[config.mk]
export PLATFORM = sky130hd
export DESIGN_NAME = output_devices
export DESIGN_NICKNAME = d
export VERILOG_FILES = /design/src/rtl/output_devices.sv
export SDC_FILE = /design/constraint.sdc
export NUM_CORES = 1
export LEC_CHECK = 0
export CAP_MARGIN = 20
export CELL_PAD_IN_SITES_DETAIL_PLACEMENT = 0
export CELL_PAD_IN_SITES_GLOBAL_PLACEMENT = 1
export CORE_AREA = 2 2 105 107
export CTS_CLUSTER_SIZE = 24
export DETAILED_ROUTE_END_ITERATION = 7
export DIE_AREA = 0 0 107 109
export GPL_ROUTABILITY_DRIVEN = 0
export PLACE_DENSITY_LB_ADDON = 0.12
export RECOVER_POWER = 100
export SLEW_MARGIN = 20
export SYNTH_ARGS = -nofsm -noshare
export SYNTH_HDL_FRONTEND = slang
export SYNTH_SLANG_ARGS = --single-unit
[constraint.sdc]
create_clock -name clk_i -period 2.2 [get_ports clk_i]
set_clock_uncertainty 0.15 [all_clocks]
set_input_delay 0.44 -clock clk_i [delete_from_list [all_inputs] [get_ports clk_i]]
set_output_delay 0.44 -clock clk_i [all_outputs]
set_load 0.005 [all_outputs]
[src/rtl/output_devices.sv]
// Address-selected CPU write port feeding two output devices, each with a holding register,
// a valid/ack handshake and an ack timeout so a dead device cannot stall the CPU.
module output_devices #(
  parameter int unsigned DataWidth  = 32,
  parameter int unsigned AddrWidth  = 16,
  parameter int unsigned AckTimeout = 255
) (
  input  logic                 clk_i,
  input  logic                 rst_ni,
  input  logic [AddrWidth-1:0] address_i,
  input  logic [DataWidth-1:0] value_i,
  input  logic                 write_en_i,
  output logic                 write_ready_o,
  output logic                 write_error_o,
  output logic [DataWidth-1:0] device0_values_o,
  output logic                 device0_valid_o,
  input  logic                 device0_ack_i,
  output logic                 device0_timeout_o,
  output logic [DataWidth-1:0] device1_values_o,
  output logic                 device1_valid_o,
  input  logic                 device1_ack_i,
  output logic                 device1_timeout_o
);

  localparam int unsigned NumDev   = 2;
  localparam int unsigned CntWidth = $clog2(AckTimeout + 1);
  localparam logic [CntWidth-1:0] CntLast = CntWidth'(AckTimeout - 1);

  typedef enum logic {StIdle, StPending} dev_state_e;

  dev_state_e          state_q   [NumDev];
  dev_state_e          state_d   [NumDev];
  logic [DataWidth-1:0] values_q [NumDev];
  logic [DataWidth-1:0] values_d [NumDev];
  logic [CntWidth-1:0] cnt_q     [NumDev];
  logic [CntWidth-1:0] cnt_d     [NumDev];
  logic [NumDev-1:0]   timeout_q, timeout_d;
  logic                write_error_q, write_error_d;

  logic [NumDev-1:0] sel;
  logic [NumDev-1:0] valid;
  logic [NumDev-1:0] ack;
  logic [NumDev-1:0] accept;
  logic              mapped;

  assign ack = {device1_ack_i, device0_ack_i};

  always_comb begin
    sel = '0;
    for (int d = 0; d < NumDev; d++) begin
      sel[d] = (address_i == AddrWidth'(d));
    end
    mapped = |sel;
  end

  // State register
  always_ff @(posedge clk_i or negedge rst_ni) begin
    if (!rst_ni) begin
      for (int d = 0; d < NumDev; d++) begin
        state_q[d]  <= StIdle;
        values_q[d] <= '0;
        cnt_q[d]    <= '0;
      end
      timeout_q     <= '0;
      write_error_q <= 1'b0;
    end else begin
      for (int d = 0; d < NumDev; d++) begin
        state_q[d]  <= state_d[d];
        values_q[d] <= values_d[d];
        cnt_q[d]    <= cnt_d[d];
      end
      timeout_q     <= timeout_d;
      write_error_q <= write_error_d;
    end
  end

  // Next-state logic
  always_comb begin
    accept        = write_en_i ? (sel & ~valid) : '0;
    timeout_d     = timeout_q;
    // Unmapped addresses are always ready, so any write there is an accepted error.
    write_error_d = write_en_i & ~mapped;
    for (int d = 0; d < NumDev; d++) begin
      state_d[d]  = state_q[d];
      values_d[d] = values_q[d];
      cnt_d[d]    = cnt_q[d];
      unique case (state_q[d])
        StIdle: begin
          if (accept[d]) begin
            state_d[d]   = StPending;
            values_d[d]  = value_i;
            cnt_d[d]     = '0;
            timeout_d[d] = 1'b0;
          end
        end
        StPending: begin
          // Ack has priority over an expiring counter.
          if (ack[d]) begin
            state_d[d] = StIdle;
          end else if (cnt_q[d] == CntLast) begin
            state_d[d]   = StIdle;
            timeout_d[d] = 1'b1;
          end else begin
            cnt_d[d] = cnt_q[d] + CntWidth'(1);
          end
        end
      endcase
    end
  end

  // Output logic
  always_comb begin
    valid = '0;
    for (int d = 0; d < NumDev; d++) begin
      valid[d] = (state_q[d] == StPending);
    end
    write_ready_o = mapped ? ~|(sel & valid) : 1'b1;
  end

  assign write_error_o     = write_error_q;
  assign device0_values_o  = values_q[0];
  assign device0_valid_o   = valid[0];
  assign device0_timeout_o = timeout_q[0];
  assign device1_values_o  = values_q[1];
  assign device1_valid_o   = valid[1];
  assign device1_timeout_o = timeout_q[1];

endmodule

==> key figures <==
Cells and area
  • Post-route insts no fill: 552
  • Most frequent cells in the layout: clkdlybuf4s50_1, dfrtp_1, mux2_2, mux2_4, buf_4
  • Antenna cells: 0
  • Register area: 2127 µm²
  • Area added between synthesis and finish: 48.96%
  • Filler cell count in the final layout: 931
  • Final net count: 464
  • Share of cells above drive strength 1: 29.13%
  • Post-layout util: between 50% and 60%
  • Multi-input logic area: approximately 1500 µm²
  • Fin area: 5478 µm²
  • Most common cell after layout, fill and taps aside: clkdlybuf4s50_1

Floorplanning
  • Die H: 109 µm
  • Die ar.: 11,660 µm²
  • CORE AREA: 10,600 µm²
  • Die Wd: 107 µm
  • Starting Density: 34.68%
  • Cell Rows: 38
  • Number of I/O pins: roughly 120

Setup path
  • Crit path cell chain: clkdlybuf4s50_1 > nor4b_2 > nand4_2 > buf_6 > nor2_4 > buf_12 > clkbuf_16 > mux2_2
  • Crit path max-delay family: buffers and inverters
  • Worst path bufs/invs: 4
  • Req. time, crit path: 2.29 ns
  • Maximum fanout along the worst path: 7
  • Slowest CP cell: clkdlybuf4s50_1
  • Worst setup path class: in -> reg
  • CP Capture Type: flip-flop
  • CP startpoint kind: input pin
  • Critical path's largest stage delay: 0.44 ns
  • Worst EP arrival: 2.28 ns

Detailed routing
  • DRT iter0 DRCs: 127
  • Vias per cell: approximately 4.7
  • Final ANT Viol Nets: 0
  • First-pass iteration count of the detailed router: 4
  • Vias: around 2,600
  • DRC violations left: 0
  • WL final: 8.590 mm
  • Post-DR wirelength/cell: between 15 and 20 µm

Synthesis
  • Syn. warnings: 0
  • Yosys reg bits: 85
  • FFs w/ async S/R, synth: 100.0%
  • Sequential share of the synthesized area: 57.84%
  • Synthesized area per cell: 14.31 µm²
  • Syn nets: 314
  • Post-Syn Area: 3677 µm²
  • Synth cell types: 43
  • EDFF count, synth: 0
  • Synth Instances: 257
  • Main synth FF type: dfrtp_1

Power
  • Net Sw Frac: 23.09%
  • Max VDD drop: 326.7 µV
  • Int Pwr: 2.136 mW
  • P_sw: approximately 0.64 mW
  • PD cells: 507.1 nW/µm²
  • Combinational share of power: 5.7%
  • Sequential power share: 56.3%
  • Power share of the clock group: 38.1%
  • Leak Pwr: about 2.6 nW
  • Overall power: 2.778 mW

Min path
  • Hold Path Class: reg -> reg

Place
  • DP Worst Slack: -0.3648 ns
  • Post-DP HPWL: 5.954 mm
  • Dpl cells: around 530
  • Cell Area, Placed: roughly 5200 µm²
  • IO Port Bufs: about 120

CTS
  • H-tree depth: 3
  • CTS tree: built
  • Clk pin slew, worst setup/hold paths: 0.09 ns
  • Clock sink count: 85
  • Skew-Pair Late Insertion Delay: 0.34 ns
  • CTS Root Buffer Type: clkbuf_8
  • Max Root-Sink Buffers: 2
  • Num CTS Buffers: 9

STA
  • Worst setup margin: slightly below 0.005 ns
  • Hold Vio Cnt, Final: 0
  • Post-route minimum period: 2.195 ns
  • RSZ-0062 raised after global routing: true
  • Final Setup Violations: 0
  • Final Max Tran Viols: 0
  • Fmax: 0.4556 GHz
  • Min Hold Slack: 0.3520 ns
  • Worst Tran Pin Value: ~0.87 ns
  • Slew HR: 41.87%
  • Setup TNS: 0 ns
  • Final period util: 99.78%

Global routing
  • Grt ovf: 0
  • Largest net degree at the start of global routing: 34
  • Total Routing Usage GR: between 10% and 20%
  • Number of global-route vias before repair: roughly 2,700
  • Global-route wire length before repair: 13.81 mm
  • Initial antenna violation count: 0

Job
  • MaxCap Viol Count: 0

Outcome
  • Outcome: finished clean
power groups by stage:
stage               combinational, mW  clock (mW)  sequential, mW
floorplan                     0.00878           0            1.59
global placement                0.158           0            1.59
detailed placement              0.160           0            1.59
CTS                             0.164        1.12            1.56
global route                    0.173        1.18            1.56
finish                          0.157        1.06            1.56
layout make-up:
class | count | share of cell area, %
timing repair buffer | 148 | 27.27
clock inverter | 5 | 0.7538
clock buffer | 11 | 2.764
inverter | 9 | 0.6167
multi-input combinational | 154 | 26.56
sequential | 85 | 38.83
tap | 140 | 3.198
tightest hold or removal path: stages (launching register included):
cell and delay, ns:
dfrtp_1 0.35, a21oi_1 0.04, nor2_1 0.07
layer usage:
layer	track usage [%]	up-vias	wire [µm]
met4	5.288	0	116
li1	-	1231	-
met2	25.02	67	4228
met1	19.66	1285	3844
met5	0	-	0
met3	4.124	11	400
what timing repair did:
| item | in CTS | in global routing |
|---|---|---|
| hold buffers | 1 | 0 |
| setup buffers | 3 | 1 |
| gates cloned | 0 | 2 |
| pin swaps | 4 | 3 |
| hold endpoints to repair | 30 | 0 |
| resized for setup | 12 | 6 |
| endpoints found under the setup margin | 1 | 72 |
worst paths after layout:
check                           cells past startpoint                                to  slack [ns]                     start
max in group asynchronous                           3   device1_values_o[4]$_DFFE_PN0P_        0.31                    rst_ni
worst min-delay path                                2          timeout_q[1]$_DFFE_PN0P_        0.35  timeout_q[1]$_DFFE_PN0P_
worst max-delay path                                8  device1_values_o[31]$_DFFE_PN0P_       0.005             address_i[13]
worst max register to register                      8              cnt_q[5]$_DFFE_PN0P_        0.29      cnt_q[0]$_DFFE_PN0P_
min in group asynchronous                           2         device0_valid_o$_DFF_PN0_        0.58                    rst_ni
worst min register to register                      2          timeout_q[1]$_DFFE_PN0P_        0.35  timeout_q[1]$_DFFE_PN0P_
flip-flops by register name, indices dropped and copies added (netlist names):
signal and count:
cnt_q 16, device0_valid_o 1, device0_values_o 32, device1_valid_o 1
device1_values_o 32, timeout_q 2, write_error_o 1
synth_stat cells (3+ instances only):
| library cell | count | share of area [%] |
|---|---|---|
| nand2b_1 | 4 | 0.68 |
| nand2_1 | 8 | 0.82 |
| nand3_1 | 9 | 1.2 |
| nor3_1 | 3 | 0.41 |
| a31o_2 | 3 | 0.71 |
| ha_1 | 4 | 1.4 |
| nor2b_1 | 3 | 0.51 |
| or3_1 | 3 | 0.51 |
| a21oi_1 | 4 | 0.54 |
| o21ai_0 | 13 | 1.8 |
| mux2_2 | 40 | 12 |
| mux2_4 | 25 | 10 |
| nor4_2 | 3 | 1.0 |
| inv_1 | 9 | 0.92 |
| nor2_1 | 3 | 0.31 |
| o31a_1 | 3 | 0.71 |
| dfrtp_1 | 85 | 58 |
| buf_4 | 3 | 0.61 |
logic make-up (layout without fill, tap and decap cells):
logic type / after synthesis / after routing / synth area share (%)
flip-flops: 85 / 85 / 57.84
multiplexers: 67 / 67 / 23.00
AND/OR/NAND/NOR: 46 / 46 / 7.690
AO/OA/AOI/OAI: 36 / 36 / 6.431
buffers and inverters: 18 / 173 / 3.437
adder cells (fa/ha/maj): 4 / 4 / 1.361
XOR/XNOR: 1 / 1 / 0.2382
(Power assumes the default switching activity.)
==> edit 1, RTL diff (config.mk and constraints unchanged) <==
Remove the register `write_error_q`: a continuous assignment takes its place, so the output `write_error_o` follows one clock earlier.
--- a/src/rtl/output_devices.sv
+++ b/src/rtl/output_devices.sv
@@ -62,7 +62,6 @@
         cnt_q[d]    <= '0;
       end
       timeout_q     <= '0;
-      write_error_q <= 1'b0;
     end else begin
       for (int d = 0; d < NumDev; d++) begin
         state_q[d]  <= state_d[d];
@@ -70,9 +69,10 @@
         cnt_q[d]    <= cnt_d[d];
       end
       timeout_q     <= timeout_d;
-      write_error_q <= write_error_d;
     end
   end
+
+  assign write_error_q = write_error_d;
 
   // Next-state logic
   always_comb begin
Check against the original RTL: not equivalent (Yosys sat finds a counterexample within 4 cycles, from zero or initial values and one cycle with rst_ni low).
==> edit 1 against the unedited design <==
Synthesized area is 0.68% lower; routed wire length is 1.7% lower; total power is 4.4% higher; fmax is 2.0% higher; setup slack better by 0.044 ns; sequential cell count is 1 lower; critical path depth is 3 lower; cell area is 1.9% lower; largest power group unchanged.
==> edit 1: results (changes against the unedited design) <==
[pwr]
totalPowerFinal_mw = 2.90  ; was 2.78 mW
power.share.combinational_pct = 5.3  ; was 5.7%
p_leak_nw = 2.79  ; was 2.58 nW
vdd_drop_max_mv = 0.282  ; was 0.327 mV

[timing]
timing.final.crit_share_pct = 97.8  ; was 99.8%
tightestPinTransition_ns = 0.694  ; was 0.872 ns

[worst_setup_path]
r2r_cells = 6  ; was 8
critPathArrivalTime_ns = 1.56  ; was 2.28 ns
crit_fanout = 2  ; was 7
cp-startpoint = address_i[4]  ; was address_i[13]
r2r-end = cnt_q[3]$_DFFE_PN0P_  ; was cnt_q[5]$_DFFE_PN0P_
timing.rr.start = cnt_q[4]$_DFFE_PN0P_  ; was cnt_q[0]$_DFFE_PN0P_
rrSetupSlack_ns = 0.21  ; was 0.29 ns

[global_routing]
grt_pass1_vias = 2718  ; was 2710
grt_pass1_wl_um = 13900  ; was 13800 um
grt_util_met2_pct = 25.7  ; was 25.0%
gr-usage-met3_pct = 4.00  ; was 4.12%

[placement]
pre_cts_slack_ns = -0.360  ; was -0.365 ns
dp_cells = 530  ; was 529

[layout]
nFillCells = 992  ; was 931
clk_share_pct = 3.93  ; was 3.52%
n_clock_buffer = 9  ; was 11
nNetsFinal = 461  ; was 464
n_all_buffers = 146  ; was 148
layout-drive-gt1-share_pct = 27.0  ; was 29.1%
final-seq-area_sq_um = 2100  ; was 2130 sq um
buffer_area_share_pct = 26.0  ; was 27.3%

[yosys]
yosys.area_share.adder_pct = 1.37  ; was 1.36%
synthXorXnorAreaFrac_pct = 0.240  ; was 0.238%
synth-compound-area-share_pct = 6.47  ; was 6.43%
ys_seq_area_share_pct = 57.6  ; was 57.8%
yosys-top-cells-count = dfrtp_1, mux2_2, mux2_4  ; unchanged

[status]
status = finished, final reports clean  ; unchanged

[drt]
wl_met3_um = 362  ; was 400 um
first_iter_violations = 48  ; was 127
drt-met1-wl_um = 3750  ; was 3840 um
vias_per_cell = 4.66  ; was 4.70
wl_met2_um = 4220  ; was 4230 um

==> edit 1: worst min path at each step <==
stage | start | to | slack, ns | depth (start not counted)
3_5_place_dp | rst_ni | device0_values_o[26]$_DFFE_PN0P_ | 0.25 | 1
4_1_cts | device1_values_o[17]$_DFFE_PN0P_ | device1_values_o[17]$_DFFE_PN0P_ | 0.37 | 1
5_1_grt | device1_values_o[17]$_DFFE_PN0P_ | device1_values_o[17]$_DFFE_PN0P_ | 0.37 | 1
6_report | timeout_q[1]$_DFFE_PN0P_ | timeout_q[1]$_DFFE_PN0P_ | 0.35 | 2
3_3_place_gp | rst_ni | device1_values_o[26]$_DFFE_PN0P_ | 0.24 | 1
2_1_floorplan | rst_ni | cnt_q[0]$_DFFE_PN0P_ | -0.006 | 0
==> edit 1: timing repair <==
item	CTS	global route
pin swaps	4	3
hold buffers	1	0
hold endpoints to repair	23	0
cloned	0	0
gates resized for setup	13	6
setup endpoints to repair	2	66
setup buffers	2	0
==> edit 2, RTL diff (same flow settings) <==
Without the edit above. `AckTimeout`: 255 -> 510.
--- a/src/rtl/output_devices.sv
+++ b/src/rtl/output_devices.sv
@@ -3,7 +3,7 @@
 module output_devices #(
   parameter int unsigned DataWidth  = 32,
   parameter int unsigned AddrWidth  = 16,
-  parameter int unsigned AckTimeout = 255
+  parameter int unsigned AckTimeout = 510
 ) (
   input  logic                 clk_i,
   input  logic                 rst_ni,
Formal check against the unedited RTL: no difference found for any inputs over 10 cycles, from zero or initial values and one cycle with rst_ni low; that may be too few to reach the edited logic, so the function may still have changed.
==> edit 2 against the unedited design <==
Sequential cell count grew 2; total power shrank 1.5%; critical path type is now input port to output port; routed wire length shrank 0.41%; count of clock-buffer cells in the layout grew 2; synthesized area grew 1.6%; cell area shrank 2.4%; register-to-register slack lost 0.02 ns; setup slack gained 0.058 ns; critical endpoint is now write_ready_o.
==> edit 2: results (changes against the unedited design) <==
[layout]
layout-drive-gt1-share_pct = 24.0  ; was 29.1%
nNetsFinal = 473  ; was 464

[status]
status = finished, final reports clean  ; unchanged

[worst_setup_path]
r2r_cells = 7  ; was 8
crit_fanout = 2  ; was 7
cp-startpoint = address_i[12]  ; was address_i[13]
critPathArrivalTime_ns = 1.55  ; was 2.28 ns
timing.rr.start = cnt_q[10]$_DFFE_PN0P_  ; was cnt_q[0]$_DFFE_PN0P_
cpPeakStageDelay_ns = 0.28  ; was 0.44 ns
crit_end = write_ready_o  ; was device1_values_o[31]$_DFFE_PN0P_
r2r-end = cnt_q[11]$_DFFE_PN0P_  ; was cnt_q[5]$_DFFE_PN0P_
cp_top_family = simple AND/OR/NAND/NOR gates  ; was buffers and inverters

[global_routing]
grt_usage_pct = 15.7  ; was 15.3%
gr-usage-met3_pct = 7.05  ; was 4.12%
grt_util_met1_pct = 19.4  ; was 19.7%
grt_util_met2_pct = 24.3  ; was 25.0%
grt_pass1_wl_um = 14300  ; was 13800 um
grt_pass1_vias = 2875  ; was 2710

[yosys]
synth_cell_types = 39  ; was 43
ys_seq_area_share_pct = 58.3  ; was 57.8%
syn_nets = 329  ; was 314
synthMuxAreaShare_pct = 20.3  ; was 23.0%
synth-compound-area-share_pct = 5.93  ; was 6.43%
yosys.area_share.adder_pct = 1.34  ; was 1.36%
synthTopCellsByArea = dfrtp_1, mux2_2, nor4_4, ha_1, buf_4  ; was dfrtp_1, mux2_2, mux2_4, o21ai_0, ha_1
yosys-top-cells-count = dfrtp_1, mux2_2, inv_1  ; was dfrtp_1, mux2_2, mux2_4

[drt]
vias_per_cell = 4.83  ; was 4.70
wl_met3_um = 839  ; was 400 um
wl_met2_um = 3780  ; was 4230 um
first_iter_violations = 42  ; was 127
routed_wl_um = 8560  ; was 8590 um
drt-met1-wl_um = 3780  ; was 3840 um

[timing]
relSlewSlack_pct = 57.1  ; was 41.9%
fin_hold_ws_ns = 0.341  ; was 0.352 ns

[worst_hold_path]
worstHoldStart = device0_values_o[26]$_DFFE_PN0P_  ; was timeout_q[1]$_DFFE_PN0P_

[pwr]
vdd_drop_max_mv = 0.331  ; was 0.327 mV

## edit 2: changes by cell type after synthesis, sizes merged, moves of 4 or more
cell    before  now
nor3         3    8
a21oi        4    0
o211ai       1    5
o21ai       14    9
nand4        3    8
a31oi        1    5
## edit 2: how the worst min path moves through the flow
stage	to	slack, ns	cells after the start
floorplan	cnt_q[0]$_DFFE_PN0P_	-0.006	0
global placement	cnt_q[13]$_DFFE_PN0P_	0.23	1
detailed placement	cnt_q[13]$_DFFE_PN0P_	0.23	1
CTS	device0_values_o[26]$_DFFE_PN0P_	0.35	1
global route	device0_values_o[1]$_DFFE_PN0P_	0.37	1
finish	device0_values_o[26]$_DFFE_PN0P_	0.34	1
## edit 2: where the power goes
group / switching (mW) / internal (mW) / leakage, nW
Sequential: 0.000760 / 1.60 / 1.16
Combinational: 0.0649 / 0.0863 / 1.42
Clock: 0.542 / 0.442 / 0.0874
## edit 2: per-stage QoR
| step | cells | instance area, sq um | setup WS, ns |
|---|---|---|---|
| final | 561 | 5350 | 0.0625 |
| after global routing | 561 | 5350 | 0.00108 |
| after CTS | 561 | 5420 | 0.0479 |
| after detailed placement | 544 | 5250 | -0.479 |
| after global placement | 544 | 5250 | -0.469 |
| after floorplan | 272 | 3730 | 0.208 |
## edit 2: repair_timing
item | in CTS | in global routing
hold endpoints to repair | 23 | 0
setup endpoints to repair | 32 | 1
resized for setup | 21 | 0
pin swaps | 6 | 1
hold buffers | 1 | 0
## edit 2: area by class of cell
cell class / instances / area, sq um
Clock buffer: 13 / 149
Clock inverter: 3 / 18.8
Fill cell: 984 / 5260
Inverter: 12 / 45.0
Multi-Input combinational cell: 163 / 1440
Sequential cell: 87 / 2180
Tap cell: 140 / 175
Timing Repair Buffer: 143 / 1340
